### config.mk
export PLATFORM = sky130hd
export DESIGN_NAME = pipelined_ctrl_decoder
export DESIGN_NICKNAME = d
export VERILOG_FILES = /design/src/rtl/cpu_ctrl_pkg.sv /design/src/rtl/return_addr_stack.sv /design/src/rtl/pipelined_ctrl_decoder.sv
export SDC_FILE = /design/constraint.sdc
export NUM_CORES = 1
export LEC_CHECK = 0
export ABC_AREA = 1
export CAP_MARGIN = 20
export CORE_MARGIN = 8
export CORE_UTILIZATION = 35
export DETAILED_ROUTE_END_ITERATION = 16
export GPL_TIMING_DRIVEN = 0
export PLACE_DENSITY = 0.84
export SLEW_MARGIN = 20
export SYNTH_ARGS = -nofsm -noshare
export SYNTH_HDL_FRONTEND = slang
export SYNTH_HIERARCHICAL = 1
export SYNTH_SLANG_ARGS = --single-unit
### constraint.sdc
create_clock -name clk -period 1.75 [get_ports clk]
set_input_delay 0.2625 -clock clk [delete_from_list [all_inputs] [get_ports clk]]
set_output_delay 0.2625 -clock clk [all_outputs]
set_load 0.005 [all_outputs]
### src/rtl/cpu_ctrl_pkg.sv
// rtl/cpu_ctrl_pkg.sv - opcode constants, immediate/ALU encodings, ctrl_t and the base decode table
package cpu_ctrl_pkg;

    localparam logic [2:0] OP_R    = 3'd0;
    localparam logic [2:0] OP_I    = 3'd1;
    localparam logic [2:0] OP_S    = 3'd2;
    localparam logic [2:0] OP_BEQ  = 3'd3;
    localparam logic [2:0] OP_BNE  = 3'd4;
    localparam logic [2:0] OP_JMP  = 3'd5;
    localparam logic [2:0] OP_CALL = 3'd6;
    localparam logic [2:0] OP_RET  = 3'd7;

    localparam logic [1:0] IMM_NONE = 2'b00;
    localparam logic [1:0] IMM_I    = 2'b01;
    localparam logic [1:0] IMM_J    = 2'b10;

    localparam logic [1:0] ALU_ADD = 2'b00;
    localparam logic [1:0] ALU_SUB = 2'b01;

    typedef struct packed {
        logic       reg_write;
        logic       alu_src;
        logic       mem_write;
        logic       result_src;
        logic       branch;
        logic       jump;
        logic       call;
        logic       ret;
        logic [1:0] imm_src;
        logic [1:0] alu_op;
    } ctrl_t;

    // Covers the eight defined opcodes; callers zero the result for wider unknown opcodes.
    function automatic ctrl_t decode_op(input logic [2:0] op);
        ctrl_t c;
        c = '0;
        c.imm_src = IMM_NONE;
        c.alu_op  = ALU_ADD;
        case (op)
            OP_R: c.reg_write = 1'b1;
            OP_I: begin
                c.reg_write  = 1'b1;
                c.alu_src    = 1'b1;
                c.result_src = 1'b1;
                c.imm_src    = IMM_I;
            end
            OP_S: begin
                c.alu_src   = 1'b1;
                c.mem_write = 1'b1;
                c.imm_src   = IMM_I;
            end
            OP_BEQ, OP_BNE: begin
                c.branch  = 1'b1;
                c.imm_src = IMM_I;
                c.alu_op  = ALU_SUB;
            end
            OP_JMP: begin
                c.jump    = 1'b1;
                c.imm_src = IMM_J;
            end
            OP_CALL: begin
                c.jump    = 1'b1;
                c.call    = 1'b1;
                c.imm_src = IMM_J;
            end
            OP_RET: begin
                c.jump = 1'b1;
                c.ret  = 1'b1;
            end
            default: c = '0;
        endcase
        return c;
    endfunction

endpackage

### src/rtl/return_addr_stack.sv
// rtl/return_addr_stack.sv - circular return-address stack; a push when full overwrites the oldest entry
module return_addr_stack #(
    parameter int DEPTH = 8,
    parameter int W     = 16
) (
    input  logic         clk,
    input  logic         rst_n,
    input  logic         push,
    input  logic         pop,
    input  logic [W-1:0] push_data,
    output logic [W-1:0] data,
    output logic         empty,
    output logic         full
);

    localparam int PW = $clog2(DEPTH);

    logic [W-1:0]  mem [DEPTH];
    logic [PW-1:0] wr_ptr;
    logic [PW:0]   count;

    assign empty = (count == '0);
    assign full  = (count == (PW+1)'(DEPTH));
    // Top of stack sits just below the next free slot; when full, wr_ptr points at the oldest entry.
    assign data  = mem[wr_ptr - PW'(1)];

    always_ff @(posedge clk or negedge rst_n) begin
        if (!rst_n) begin
            wr_ptr <= '0;
            count  <= '0;
        end else if (push) begin
            wr_ptr <= wr_ptr + PW'(1);
            if (!full)
                count <= count + (PW+1)'(1);
        end else if (pop && !empty) begin
            wr_ptr <= wr_ptr - PW'(1);
            count  <= count - (PW+1)'(1);
        end
    end

    always_ff @(posedge clk) begin
        if (push)
            mem[wr_ptr] <= push_data;
    end

endmodule

### src/rtl/pipelined_ctrl_decoder.sv
// rtl/pipelined_ctrl_decoder.sv - one-stage registered control decoder; PIPELINED_CTRL_DECODER_RAS_EN enables the return-address stack
module pipelined_ctrl_decoder
    import cpu_ctrl_pkg::*;
#(
    parameter int OP_W      = 5,
    parameter int ADDR_W    = 16,
    parameter int RAS_DEPTH = 8
) (
    input  logic              clk,
    input  logic              rst_n,
    input  logic              flush,
    input  logic              in_valid,
    output logic              in_ready,
    input  logic [OP_W-1:0]   in_op,
    input  logic [ADDR_W-1:0] in_pc,
    output logic              out_valid,
    input  logic              out_ready,
    output logic [11:0]       out_ctrl,
    output logic [ADDR_W-1:0] out_ret_addr,
    output logic              out_illegal,
    output logic              ras_ovf,
    output logic              ras_udf
);

    logic              accept;
    logic              legal_op;
    ctrl_t             dec;
    logic [ADDR_W-1:0] ret_addr_d;
    logic              udf_now;

    assign in_ready = !flush && (!out_valid || out_ready);
    assign accept   = in_valid && in_ready;
    assign legal_op = (in_op[OP_W-1:3] == '0);
    assign dec      = legal_op ? decode_op(in_op[2:0]) : '0;

`ifdef PIPELINED_CTRL_DECODER_RAS_EN
    logic              ras_push;
    logic              ras_pop;
    logic              ras_empty;
    logic              ras_full;
    logic [ADDR_W-1:0] ras_data;

    assign ras_push   = accept && dec.call;
    assign ras_pop    = accept && dec.ret;
    assign udf_now    = ras_pop && ras_empty;
    assign ret_addr_d = (ras_pop && !ras_empty) ? ras_data : '0;

    return_addr_stack #(
        .DEPTH (RAS_DEPTH),
        .W     (ADDR_W)
    ) u_ras (
        .clk       (clk),
        .rst_n     (rst_n),
        .push      (ras_push),
        .pop       (ras_pop),
        .push_data (in_pc + ADDR_W'(1)),
        .data      (ras_data),
        .empty     (ras_empty),
        .full      (ras_full)
    );

    always_ff @(posedge clk or negedge rst_n) begin
        if (!rst_n) begin
            ras_ovf <= 1'b0;
            ras_udf <= 1'b0;
        end else begin
            if (ras_push && ras_full)
                ras_ovf <= 1'b1;
            if (udf_now)
                ras_udf <= 1'b1;
        end
    end
`else
    logic unused_pc;
    localparam int UNUSED_DEPTH = RAS_DEPTH;

    assign unused_pc  = ^in_pc;
    assign ret_addr_d = '0;
    assign udf_now    = 1'b0;
    assign ras_ovf    = 1'b0;
    assign ras_udf    = 1'b0;
`endif

    always_ff @(posedge clk or negedge rst_n) begin
        if (!rst_n) begin
            out_valid    <= 1'b0;
            out_ctrl     <= '0;
            out_ret_addr <= '0;
            out_illegal  <= 1'b0;
        end else begin
            if (accept) begin
                out_ctrl     <= dec;
                out_ret_addr <= ret_addr_d;
                out_illegal  <= !legal_op || udf_now;
            end
            if (flush)
                out_valid <= 1'b0;
            else if (accept)
                out_valid <= 1'b1;
            else if (out_ready)
                out_valid <= 1'b0;
        end
    end

endmodule
==> results of run 1 <==
## registers in the layout (all words and copies together) (netlist names)
register / count
out_valid: 1
out_ctrl: 10
out_illegal: 1
## kinds of logic (layout without fill, tap and decap cells)
group | after synthesis | after routing
AOI/OAI and AO/OA | 7 | 7
buffers and inverters | 30 | 57
DFF | 12 | 12
other | 1 | 19
and+or+nand+nor | 39 | 39
## synth_stat cells
library cell | instances | share of area
a21oi_1 | 2 | 0.013
buf_4 | 20 | 0.20
buf_6 | 1 | 0.015
conb_1 | 1 | 0.0050
dfrtp_1 | 12 | 0.40
inv_1 | 6 | 0.030
inv_2 | 3 | 0.015
nand2_1 | 20 | 0.10
nand2_2 | 4 | 0.033
nand3_1 | 5 | 0.033
nand3_2 | 1 | 0.013
nand3_4 | 1 | 0.023
nand4_1 | 1 | 0.0084
nor2_1 | 4 | 0.020
nor2_2 | 1 | 0.0084
nor2_4 | 2 | 0.030
o21a_1 | 1 | 0.010
o21ai_1 | 2 | 0.013
o21ai_2 | 2 | 0.023
## metrics by stage
stage	area [um2]	worst slack, ps	total power [mW]	utilization	cells
after floorplan	814.5	773.7	0.4009	-	107
after global placement	1079	55.24	0.4780	0.5442	157
after detailed placement	1079	43.51	0.4821	0.5442	157
after CTS	1115	43.81	0.7018	0.5625	161
after global routing	1117	191.0	0.7476	0.5638	161
final	1117	263.9	0.7005	0.5638	161
## report_power, final
group | total [mW] | switching [mW] | internal [mW]
sequential | 0.303 | 0.00932 | 0.294
clock | 0.223 | 0.0969 | 0.126
combinational | 0.174 | 0.0743 | 0.100
total | 0.700 | 0.181 | 0.520
## layout make-up
class	count	area [um2]
tap	27	33.78
clock buffer	4	36.28
buffer	21	161.4
timing repair buffer	23	232.7
inverter	9	33.78
sequential	12	300.3
multi-input combinational	65	319.1
fill	171	864.6
## worst max-delay path by stage
| stage | from | endpoint | cells past startpoint |
|---|---|---|---|
| after floorplan | out_valid | out_ctrl[2] | 5 |
| after global placement | out_ready | in_ready | 6 |
| after detailed placement | out_ready | in_ready | 6 |
| after CTS | out_ready | in_ready | 6 |
| after global routing | out_ctrl[7] | out_ctrl[7] | 2 |
| final | out_ctrl[7] | out_ctrl[7] | 2 |
## metal layers
metal / vias up / global-route usage / routed length (um)
met5: - / 0 / 0
met4: 0 / 0.02624 / 7
met3: 2 / 0.03943 / 146
met2: 30 / 0.1332 / 805
met1: 274 / 0.09509 / 719
li1: 325 / - / -
## worst reg2reg max path, delay by kind of cell, from the launching register on
kind                   cells  cell delay [ps]
AND/OR/NAND/NOR            3              310
AO/OA/AOI/OAI              1               50
buffers and inverters      1              170
flip-flops                 1              390
==> summary.md, run 1 <==
| Metric | Value |
|---|---|
| Status | `complete, no violations` |
| Post-route clock period utilization | `0.8492` |
| Type of origin of the critical path | `flop` |
| Seq/Total Area, Yosys | `0.4020` |
| Drt drc | `0` |
| WS Path Type | `flop to primary output` |
| Die H | `62.20 um` |
| Max-Slew Margin vs Limit | `0.6233` |
| CP Cell Sequence | `buf_4 > clkdlybuf4s50_1` |
| Die Width | `62.20 um` |
| Total CTS buffers | `3` |
| GR Overflow Total | `0` |
| Syn avg cell area | `about 8.4 um2` |
| Bufs on Longest Clock Path | `2` |
| Post-CTS Hold Fix Bufs | `0` |
| Simple-Gate Fraction of Synth Area | `0.2714` |
| Commonest cells after routing, fill and taps aside | `clkdlybuf4s50_1 (22), nand2_1 (20), buf_4 (20), conb_1 (19), dfrtp_1 (12)` |
| Max cap viols | `0` |
| Crit path required time | `1490 ps` |
| RSZ-0062 raised after global routing | `no` |
| Worst-margin pin slew | `563.3 ps` |
| Starting DRT DRC Count | `4` |
| Reg clk slew, reported paths | `90 ps` |
| Clock sinks | `12` |
| Antenna violations before repair | `0` |
| Final hold viol count | `0` |
| Xor and xnor fraction of the mapped netlist area | `0` |
| Worst path slowest cell | `clkdlybuf4s50_1` |
| HP Class | `input port to async pin` |
| Post-Synthesis Cells | `89` |
| Clock latency at the later pin of the worst-skew pair | `between 200 and 300 ps` |
| Synth Cell Area | `747.0 um2` |
| CP Data Arrival Time | `1220 ps` |
| Commonest non-fill, non-tap cell in the layout | `clkdlybuf4s50_1` |
| Worst r2r dst | `out_ctrl[11]` |
| DR vias/cell | `around 4` |
| Final setup fails | `0` |
| Share of post-route cells with drive strength above 1 | `0.2910` |
| Register bit count reported by yosys | `12` |
| Global Route Usage Sum | `0.08324` |
| Pwr/cell area | `626.9 nW/um2` |
| Drt wl/cell | `approximately 10 um` |
| Crit path max-delay family | `buffers and inverters` |
| CTS tree | `yes` |
| I/O pin count | `59` |
| Pre-antenna DRT Iters | `4` |
| Die area | `3868 um2` |
| CP peak stage delay | `490 ps` |
| Port Buffers | `23` |
| Post-CTS sizing | `0` |
| Max Transition Viols Final | `0` |
| Placer Congestion | `0.8849` |
| Post-synthesis mux area share | `0` |
| VDD IR max | `about 350 uV` |
| Routed WL | `~1700 um` |
| CP bufs+invs | `2` |
| Post-CTS Setup Bufs | `0` |
| Crit path max fanout | `3` |
| R2r worst-path depth | `5` |
| H-tree level count | `1` |
| Reg2reg setup slack | `710 ps` |
| Final net count | `161` |
| Largest family of logic cells by synthesized area | `simple AND/OR/NAND/NOR gates` |
| Largest net degree at the start of global routing | `13` |
| Root buffer cell | `clkbuf_4` |
| Max Clock Skew | `around 12 ps` |
| Library cells used by synthesis | `19` |
| Leak | `0.6074 nW` |
| Post-route ant nets | `0` |
| DR vias | `631` |
| Post-Synth Adder-Cell Area | `0` |
| Reg2reg start | `out_valid` |
| First-pass GRT wire length | `2718 um` |
| Vias in the first global route | `619` |
| Initial core utilization | `0.3769` |
| Core area | `just under 2000 um2` |
| Peak Freq | `672.9 MHz` |
| Setup TNS | `0 ps` |
| Setup crit end kind | `primary output` |
| Number of diodes | `0` |
| Synth warn | `6` |
| Compound-Gate Fraction of Synth Area | `0.06030` |
| Tmin final | `1486 ps` |
| Syn-to-layout area delta | `49.58%` |
| Post-DP HPWL | `1430 um` |
| Min Hold Slack | `341.8 ps` |
| Row count | `16` |
No activity file was read; power rests on OpenSTA's default activity.
==> inputs of run 2 (changes only) <==
--- a/config.mk
+++ b/config.mk
@@ -8,10 +8,10 @@
 export ABC_AREA = 1
 export CAP_MARGIN = 20
 export CORE_MARGIN = 8
-export CORE_UTILIZATION = 35
+export CORE_UTILIZATION = 29
 export DETAILED_ROUTE_END_ITERATION = 16
 export GPL_TIMING_DRIVEN = 0
-export PLACE_DENSITY = 0.84
+export PLACE_DENSITY = 0.75
 export SLEW_MARGIN = 20
 export SYNTH_ARGS = -nofsm -noshare
 export SYNTH_HDL_FRONTEND = slang
==> constraint.sdc (replaced) <==
create_clock -name clk -period 1.3 [get_ports clk]
set_input_delay 0.195 -clock clk [delete_from_list [all_inputs] [get_ports clk]]
set_output_delay 0.195 -clock clk [all_outputs]
set_load 0.005 [all_outputs]
==> run 2 against run 1 <==
Count of clock-buffer cells in the layout is the same. Setup slack lost 200 ps. Wire length shrank 1.5%. Clock skew shrank 11 ps. Critical endpoint unchanged. Critical path depth is the same. Sequential share of layout area shrank 0.24 points. Global-route usage shrank 0.64 points. Register-to-register slack lost 410 ps.
==> summary.md, run 2 (same netlist as run 1, synthesis figures left out) <==
| Metric | Value |
|---|---|
| Status | `complete, no violations (unchanged)` |
| FILL cells | `246 (was 171)` |
| Antenna violations before repair | `0 (unchanged)` |
| Starting DRT DRC Count | `7 (was 4)` |
| Dpl ws | `-290.0 ps (was 43.51 ps)` |
| Tmin final | `1239 ps` |
| Core area | `2455 um2 (was 1982 um2)` |
| WS Path Type | `flop to primary output (unchanged)` |
| Post-route cell area | `1127 um2 (was 1117 um2)` |
| Drt drc | `0 (unchanged)` |
| First-pass GRT wire length | `2739 um (was 2718 um)` |
| Global Route Usage Sum | `0.07684 (was 0.08324)` |
| R2r worst-path depth | `5 (unchanged)` |
| Sequential Area | `300.3 um2 (unchanged)` |
| Setup TNS | `0 ps (unchanged)` |
| Max Transition Viols Final | `0 (unchanged)` |
| Syn-to-layout area delta | `50.92% (was 49.58%)` |
| Clock share of power | `0.317 (was 0.319)` |
| Final hold viol count | `0 (unchanged)` |
| P_sw | `0.2339 mW (was 0.1805 mW)` |
| Seq pwr share | `0.441 (was 0.433)` |
| Max-Slew Margin vs Limit | `0.6546 (was 0.6233)` |
| Port Buffers | `23 (unchanged)` |
| DR vias | `634 (was 631)` |
| Combinational power share | `0.242 (was 0.249)` |
| Commonest cells after routing, fill and taps aside | `buf_4 (24), nand2_1 (20), conb_1 (19), dlygate4sd2_1 (13), dfrtp_1 (12) (was clkdlybuf4s50_1 (22), nand2_1 (20), buf_4 (20), conb_1 (19), dfrtp_1 (12))` |
| Type of origin of the critical path | `flop (unchanged)` |
| Leak | `0.6697 nW (was 0.6074 nW)` |
| Worst-margin pin slew | `516.5 ps (was 563.3 ps)` |
| Pre-antenna DRT Iters | `4 (unchanged)` |
| CP bufs+invs | `2 (unchanged)` |
| Placer Congestion | `0.8702 (was 0.8849)` |
| Post-DP HPWL | `1452 um (was 1430 um)` |
| Commonest non-fill, non-tap cell in the layout | `buf_4 (was clkdlybuf4s50_1)` |
| I/O pin count | `59 (unchanged)` |
| Post-route clock period utilization | `0.9531` |
| Pwr/cell area | `818.0 nW/um2 (was 626.9 nW/um2)` |
| DR vias/cell | `3.774 (was 3.919)` |
| Overall power | `0.9221 mW (was 0.7005 mW)` |
| Crit path max-delay family | `flip-flops (was buffers and inverters)` |
| Initial core utilization | `0.3043 (was 0.3769)` |
| Bufs on Longest Clock Path | `2 (unchanged)` |
| CP peak stage delay | `390 ps (was 490 ps)` |
| Vias in the first global route | `665 (was 619)` |
| Regs by FF count | `out_ctrl: 10 flops, out_illegal: 1 flops, out_valid: 1 flops (unchanged)` |
| Max FFs per register | `10 (unchanged)` |
| Drt wl/cell | `9.845 um (was 10.43 um)` |
| Final setup fails | `0 (unchanged)` |
| Row count | `18 (was 16)` |
| Clock sinks | `12 (unchanged)` |
| Sw Ratio | `0.2537 (was 0.2577)` |
| Post-route ant nets | `0 (unchanged)` |
| Final net count | `165 (was 161)` |
| Total CTS buffers | `3 (unchanged)` |
| HP Class | `input port to async pin (unchanged)` |
| Critical Path Stages | `2 (unchanged)` |
| Share of post-route cells with drive strength above 1 | `0.3188 (was 0.2910)` |
| CTS tree | `yes (unchanged)` |
| Worst path slowest cell | `dfrtp_1 (was clkdlybuf4s50_1)` |
| Routed WL | `1654 um (was 1679 um)` |
| RSZ-0062 raised after global routing | `no (unchanged)` |
| H-tree level count | `1 (unchanged)` |
| Number of diodes | `0 (unchanged)` |
| Die Width | `66.75 um (was 62.20 um)` |
| Die H | `66.75 um (was 62.20 um)` |
| Root buffer cell | `clkbuf_4 (unchanged)` |
| Dpl cell area | `1082 um2 (was 1079 um2)` |
| Largest net degree at the start of global routing | `13 (unchanged)` |
| CP Cell Sequence | `buf_4 > dlygate4sd2_1 (was buf_4 > clkdlybuf4s50_1)` |
| Max Clock Skew | `0.7732 ps (was 12.06 ps)` |
| P_int | `0.6882 mW (was 0.5199 mW)` |
| VDD IR max | `575.9 uV (was 345.1 uV)` |
| Final setup margin | `60.97 ps (was 263.9 ps)` |
| GR Overflow Total | `0 (unchanged)` |
| Reg clk slew, reported paths | `70 ps (was 90 ps)` |
| Max cap viols | `0 (unchanged)` |
| Crit path required time | `1110 ps (was 1490 ps)` |
| CP Data Arrival Time | `1040 ps (was 1220 ps)` |
| Setup crit end kind | `primary output (unchanged)` |
| Multi-input logic area | `319.1 um2 (unchanged)` |
| Die area | `4456 um2 (was 3868 um2)` |
| Clock latency at the later pin of the worst-skew pair | `270 ps (about the same)` |
| Crit path max fanout | `3 (unchanged)` |
| Peak Freq | `between 800 and 900 MHz` |
| Largest register by flop count | `out_ctrl (unchanged)` |
run 2: cell types whose count changed in the layout (fill, tap and decap cells not counted):
cell / previous run / this run
clkdlybuf4s50_1: 22 / 9
buf_4: 20 / 24
dlymetal6s2s_1: 1 / 0
clkbuf_2: 0 / 1
dlygate4sd2_1: 0 / 13
run 2: metal layers:
layer | vias up | GRT usage | wire [um]
met4 | 0 | 0.03200 | 22
met3 | 3 | 0.03188 | 159
li1 | 334 | - | -
met2 | 26 | 0.1266 | 788
met5 | - | 0 | 0
met1 | 271 | 0.08471 | 684
run 2: stage by stage:
| step | std cells | utilization | hold WS, ps |
|---|---|---|---|
| 3_3_place_gp | 160 | 0.4409 | 472.4 |
| 4_1_cts | 168 | 0.4613 | 279.5 |
| 3_5_place_dp | 160 | 0.4409 | 478.6 |
| 2_1_floorplan | 107 | - | -100.6 |
| 6_report | 168 | 0.4592 | 261.6 |
| 5_1_grt | 168 | 0.4592 | 300.3 |
run 2: layout make-up:
class                           count  share of cell area
Buffer                             21              0.1432
Clock buffer                        4             0.03219
Inverter                            9             0.02997
Multi-Input combinational cell     65              0.2830
Sequential cell                    12              0.2664
Tap cell                           30             0.03330
Timing Repair Buffer               27              0.2120
run 2: final timing paths:
| path | from | slack, ps | to |
|---|---|---|---|
| min in group clk | flush | 490 | out_valid |
| setup / recovery | out_ctrl[7] | 60 | out_ctrl[7] |
| hold reg to reg | out_ctrl[10] | 490 | out_ctrl[10] |
| max in group asynchronous | rst_n | 700 | out_ctrl[10] |
| setup reg to reg | out_valid | 300 | out_ctrl[2] |
| hold / removal | rst_n | 260 | out_ctrl[8] |
run 2: power by group through the flow:
stage	sequential, mW	clock, mW	combinational (mW)
2_1_floorplan	0.418	0	0.122
3_3_place_gp	0.416	0	0.228
3_5_place_dp	0.416	0	0.234
4_1_cts	0.407	0.303	0.225
5_1_grt	0.411	0.324	0.251
6_report	0.407	0.292	0.223
run 2: timing repair:
action                                  in CTS  in global routing
hold buffers                                 0                  0
endpoints found under the setup margin      14                  1
endpoints found under the hold margin        0                  0
pin swaps                                    0                  1
resized for setup                           15                  1
buffers inserted                             4                  0
==> inputs of run 3 (changes only) <==
--- a/config.mk
+++ b/config.mk
@@ -12,7 +12,7 @@
 export DETAILED_ROUTE_END_ITERATION = 16
 export GPL_TIMING_DRIVEN = 0
 export PLACE_DENSITY = 0.75
-export SLEW_MARGIN = 20
+export SLEW_MARGIN = 5
 export SYNTH_ARGS = -nofsm -noshare
 export SYNTH_HDL_FRONTEND = slang
 export SYNTH_HIERARCHICAL = 1
==> results of run 3 <==
Same layout as run 2: the final DEF is identical, and so are final timing and power.
